File: src/rtl/shift_word_sequencer.sv
// Serialises a parallel word into the shr/shl/shin control stream of a downstream mfreg.
// Optional echo compare of the mfreg Q feedback: define SHIFT_WORD_SEQUENCER_ECHO_CHECK_EN.
module shift_word_sequencer #(
   parameter int WIDTH = 4
) (
   input  logic             clk,
   input  logic             rst,
   input  logic             start,
   input  logic             dir,
   input  logic [WIDTH-1:0] din,
   output logic             shr_out,
   output logic             shl_out,
   output logic             shin_out,
   output logic             busy,
   output logic             done,
   input  logic [WIDTH-1:0] q_in,
   output logic             match
);

   localparam int CW = $clog2(WIDTH);

   typedef enum logic [1:0] {
      IDLE  = 2'd0,
      SHIFT = 2'd1,
      DONE  = 2'd2
   } state_t;

   state_t           state_r;
   logic [WIDTH-1:0] word_r;
   logic             dir_r;
   logic [CW-1:0]    cnt_r;

   logic [CW-1:0]    cnt_nxt_s;
   logic [CW-1:0]    rev_idx_s;
   logic             last_s;
   logic             nxt_bit_s;
   logic             first_bit_s;

   // Outputs are registered, so the bit for the next shift cycle is selected one cycle early.
   always_comb begin
      cnt_nxt_s = cnt_r + CW'(1);
      rev_idx_s = CW'(WIDTH - 1) - cnt_nxt_s;
      last_s    = (cnt_r == CW'(WIDTH - 1));
      if (dir_r) begin
         nxt_bit_s = word_r[rev_idx_s];
      end else begin
         nxt_bit_s = word_r[cnt_nxt_s];
      end
      if (dir) begin
         first_bit_s = din[WIDTH-1];
      end else begin
         first_bit_s = din[0];
      end
   end

   // Sequencer FSM with registered control outputs.
   always_ff @(posedge clk) begin
      if (!rst) begin
         state_r  <= IDLE;
         word_r   <= {WIDTH{1'b0}};
         dir_r    <= 1'b0;
         cnt_r    <= {CW{1'b0}};
         shr_out  <= 1'b0;
         shl_out  <= 1'b0;
         shin_out <= 1'b0;
         busy     <= 1'b0;
         done     <= 1'b0;
      end else begin
         case (state_r)
            IDLE: begin
               done <= 1'b0;
               if (start) begin
                  state_r  <= SHIFT;
                  word_r   <= din;
                  dir_r    <= dir;
                  cnt_r    <= {CW{1'b0}};
                  shr_out  <= ~dir;
                  shl_out  <= dir;
                  shin_out <= first_bit_s;
                  busy     <= 1'b1;
               end else begin
                  shr_out  <= 1'b0;
                  shl_out  <= 1'b0;
                  shin_out <= 1'b0;
                  busy     <= 1'b0;
               end
            end
            SHIFT: begin
               if (last_s) begin
                  state_r  <= DONE;
                  shr_out  <= 1'b0;
                  shl_out  <= 1'b0;
                  shin_out <= 1'b0;
                  busy     <= 1'b0;
                  done     <= 1'b1;
               end else begin
                  cnt_r    <= cnt_nxt_s;
                  shin_out <= nxt_bit_s;
               end
            end
            DONE: begin
               state_r <= IDLE;
               done    <= 1'b0;
            end
            default: begin
               state_r  <= IDLE;
               shr_out  <= 1'b0;
               shl_out  <= 1'b0;
               shin_out <= 1'b0;
               busy     <= 1'b0;
               done     <= 1'b0;
            end
         endcase
      end
   end

`ifdef SHIFT_WORD_SEQUENCER_ECHO_CHECK_EN
   logic match_r;

   // Q is complete during DONE; the verdict holds until the next accepted start.
   always_ff @(posedge clk) begin
      if (!rst) begin
         match_r <= 1'b0;
      end else if ((state_r == IDLE) && start) begin
         match_r <= 1'b0;
      end else if (state_r == DONE) begin
         match_r <= (q_in == word_r);
      end else begin
         match_r <= match_r;
      end
   end

   assign match = match_r;
`else
   logic unused_q_in_s;
   assign unused_q_in_s = ^q_in;
   assign match         = 1'b0;
`endif

endmodule

File: config.mk
export PLATFORM = sky130hd
export DESIGN_NAME = shift_word_sequencer
export DESIGN_NICKNAME = d
export VERILOG_FILES = /design/src/rtl/shift_word_sequencer.sv
export SDC_FILE = /design/constraint.sdc
export NUM_CORES = 1
export LEC_CHECK = 0
export CAP_MARGIN = 20
export CORE_UTILIZATION = 45
export DETAILED_ROUTE_END_ITERATION = 6
export GPL_TIMING_DRIVEN = 0
export PLACE_DENSITY_LB_ADDON = 0.15
export SLEW_MARGIN = 25
export SYNTH_ARGS = -nofsm -noshare
export SYNTH_HDL_FRONTEND = slang
export SYNTH_SLANG_ARGS = --single-unit
File: constraint.sdc
create_clock -name clk -period 1.9 [get_ports clk]
set_input_delay 0.19 -clock clk [delete_from_list [all_inputs] [get_ports clk]]
set_output_delay 0.19 -clock clk [all_outputs]
set_load 0.005 [all_outputs]
==> summary.md, run 1 <==
| Metric | Value |
|---|---|
| Series of cell instances along the critical path | `ha_1, or2b_1, o22ai_1, o21a_1, o41ai_2` |
| Synthesis-to-layout area growth | `26.8%` |
| Pin count of the biggest net entering global routing | `11` |
| Maximum clock frequency | `611 MHz` |
| Antenna violation net count after detailed routing | `0` |
| Share of the core filled with cells | `62.9%` |
| Power Total | `roughly 0.65 mW` |
| Fraction of layout instances using a drive strength above 1 | `between 10% and 20%` |
| Count of endpoints failing hold in the final timing report | `0` |
| Worst flop-to-flop path startpoint | `cnt_r[0]` |
| Final Critical Period | `1640 ps` |
| Outcome | `completed` |
| Instance area after placement | `792 um^2` |
| Total net switching power | `0.163 mW` |
| Hpwl dp | `953 um` |
| PnR worst setup slack | `~260 ps` |
| Number of nets in the layout | `102` |
| Count of clock tree sinks | `14` |
| Gate count after technology mapping | `72` |
| Die height | `about 40 um` |
| CP Launch Point | `cnt_r[0]` |
| Max-cap violations | `0` |
| Critical path startpoint category | `flop` |
| Part of the Yosys area used for sequential elements | `42.9%` |
| Pins over their slew limit | `0` |
| Power share of the sequential group | `49.7%` |
| Endpoint of the worst setup timing path | `shin_out` |
| Cell with the biggest individual delay on the critical path | `dfxtp_1` |
| Clock tree root buffer cell | `clkbuf_4` |
| Final worst path period share | `86.2%` |
| Full die area | `between 1500 and 2000 um^2` |
| Comb power frac | `16.8%` |
| Worst clock skew | `6.40 ps` |
| Number of buffers on the longest clock path | `2` |
| Antenna violations before repair | `0` |
| Reg2reg setup slack | `260 ps` |
| Number of detailed-routing iterations run before antenna repair | `2` |
| Number of placement rows | `13` |
| Leading area contributor after synthesis | `dfxtp_1` |
| Chip width | `40.1 um` |
| Remaining DRCs | `0` |
| #FFs+latches synth | `14` |
| Number of gates resized after CTS | `0` |
| Combined area of all synthesized cells | `653 um^2` |
| Fillers | `129` |
| Final Hold Slack | `467 ps` |
| Number of global-route vias before repair | `~470` |
| Post CTS Setup Buffer Count | `0` |
| Number of buffers inserted for hold repair after clock tree synthesis | `0` |
| Starting density of the core | `about half` |
| Setup repair after global routing missed its margin | `no` |
| Final setup violation count | `0` |
| Number of DRC markers after the initial detailed-route iteration | `5` |
| Number of flops mapped to enable cells by yosys | `0` |
| Slew of the pin with the lowest slew margin | `576 ps` |
| Int Power | `0.487 mW` |
| Required time of the critical path | `2090 ps` |
| Area share of the largest cell type after synthesis | `42.9%` |
| Ys Warns | `0` |
| Top cells by area in the synthesized netlist | `dfxtp_1 (43%), nand2_1 (8.0%), a21boi_0 (6.9%)` |
| Total negative slack | `0 ps` |
| Core Area | `1320 um^2` |
| Count of boundary I/O pins | `18` |
| Class of the tightest hold or removal check | `input port to flop` |
| Library cells used by synthesis | `30` |
| Ratio of routed vias to standard cells | `5.15` |
| Deepest level of the CTS H-tree | `1` |
| Depth of the worst register-to-register path | `5` |
| Worst vdd rail ir drop | `0.655 mV` |
| Maximum single-stage delay on the critical path | `480 ps` |
| Clock transition at the registers of the reported paths | `roughly 80 ps` |
| Clk network pwr share | `between 30% and 40%` |
| Routability Congestion | `0.757` |
| Post-synthesis average cell area | `between 9 and 10 um^2` |
| Clock latency on the worst-skew pair | `roughly 280 ps` |
| CP Capture Type | `flop` |
| Commonest cells after routing, fill and taps aside | `nand2_1 (14), dfxtp_1 (14), clkdlybuf4s50_1 (12), a21boi_0 (6), nor2b_1 (5)` |
| Number of buffers added on ports | `12` |
| GRT overflow | `0` |
| Crit path arrival time | `roughly 1800 ps` |
| Mapped Nets | `85` |
| Leakage power of the design | `about 0.34 nW` |
| Design area | `slightly above 800 um^2` |
| Final routed wirelength across all metal layers | `1240 um` |
| Overall global routing resource usage | `a little under a fifth` |
| Max Fanout on Critical Path | `8` |
| Global-route wire length before repair | `1960 um` |
| Total clock buffers created by CTS | `3` |
| Post-synth top flop | `dfxtp_1` |
| Pre-CTS WS | `237 ps` |
| Relative slew margins | `61.4%` |
| TritonCTS clock tree | `yes` |
| Diode count | `0` |
| Share of synthesized flip-flops with an asynchronous set or reset | `0%` |
| Total via count after detailed routing | `530` |
| Routed len/inst | `12.0 um` |
| Category of the most critical setup path | `flop to flop` |
| Pwr Density | `785 nW/um^2` |
| Fraction of power spent switching nets | `around 25%` |
| Post-placement cell count | `99` |
| Worst flop-to-flop path endpoint | `shin_out` |
| Final Non-Filler Cells | `just over 100` |
[flip-flops by register name, summed over array words and instances (netlist names)]
| signal | count |
|---|---|
| busy | 1 |
| cnt_r | 2 |
| dir_r | 1 |
| done | 1 |
| shin_out | 1 |
| shl_out | 1 |
| shr_out | 1 |
| state_r | 2 |
| word_r | 4 |
[power by group through the flow]
stage	registers (mW)	clock network, mW	logic (mW)
2_1_floorplan	0.328	0	0.0701
3_3_place_gp	0.330	0	0.109
3_5_place_dp	0.331	0	0.110
4_1_cts	0.324	0.218	0.110
5_1_grt	0.327	0.229	0.123
6_report	0.324	0.217	0.110
[critical path, delay by kind of cell, from the launching register on]
family	cells	cell delay [ps]
and+or+nand+nor	1	200
AOI/OAI and AO/OA	3	520
DFF	1	480
adders and majority gates	1	350
[kinds of logic (layout without fill, tap and decap cells)]
kind of cell	after synthesis	after routing	share of synthesized area [%]
DFF	14	14	42.9
muxes	2	2	3.26
adders and majority gates	1	1	1.92
buffers and inverters	4	20	3.06
AOI/OAI and AO/OA	18	18	21.3
and+or+nand+nor	32	32	27.0
other	1	1	0.574
[synthesized netlist by cell type, types with 2 or more instances]
cell and number:
a21boi_0 6, nand2_1 14, nor2_1 3, dfxtp_1 14, nor2b_1 5, nor3b_2 2, a21oi_1 4, or2b_1 2
[area by class of cell]
| class | count | area [um^2] | share of cell area [%] |
|---|---|---|---|
| inverter | 1 | 3.75 | 0.453 |
| multi-input combinational | 54 | 353 | 42.6 |
| tap | 15 | 18.8 | 2.27 |
| sequential | 14 | 280 | 33.8 |
| buffer | 3 | 16.3 | 1.96 |
| clock buffer | 4 | 36.3 | 4.38 |
| timing repair buffer | 12 | 120 | 14.5 |
[layer usage]
layer	vias up	track usage (%)	share of wire, %
met4	0	7.76	1.4
li1	280	-	-
met5	-	0	0
met3	4	5.00	2.8
met2	7	32.3	48
met1	239	22.4	48
[worst min-delay path by stage]
stage	startpoint	endpoint	slack (ps)	cells after the start
after CTS	din[1]	word_r[1]	470	3
after global routing	shl_out	shl_out	490	2
final	din[1]	word_r[1]	470	3
after floorplan	din[1]	word_r[1]	330	2
after detailed placement	word_r[1]	word_r[1]	460	2
after global placement	word_r[2]	word_r[2]	460	2
Power figures use the tool's default switching activity.
==> run 2: changes to the inputs <==
--- a/config.mk
+++ b/config.mk
@@ -8,9 +8,10 @@
 export CAP_MARGIN = 20
 export CORE_UTILIZATION = 45
 export DETAILED_ROUTE_END_ITERATION = 6
+export GPL_ROUTABILITY_DRIVEN = 0
 export GPL_TIMING_DRIVEN = 0
 export PLACE_DENSITY_LB_ADDON = 0.15
-export SLEW_MARGIN = 25
+export SLEW_MARGIN = 20
 export SYNTH_ARGS = -nofsm -noshare
 export SYNTH_HDL_FRONTEND = slang
 export SYNTH_SLANG_ARGS = --single-unit
==> results of run 2 <==
No change in the layout: final DEF, timing and power equal those of run 1.
==> run 3: changes to the inputs <==
--- a/config.mk
+++ b/config.mk
@@ -10,6 +10,7 @@
 export DETAILED_ROUTE_END_ITERATION = 6
 export GPL_ROUTABILITY_DRIVEN = 0
 export GPL_TIMING_DRIVEN = 0
+export HOLD_SLACK_MARGIN = 0.1
 export PLACE_DENSITY_LB_ADDON = 0.15
 export SLEW_MARGIN = 20
 export SYNTH_ARGS = -nofsm -noshare
==> results of run 3 <==
No change in the layout: final DEF, timing and power equal those of run 1.
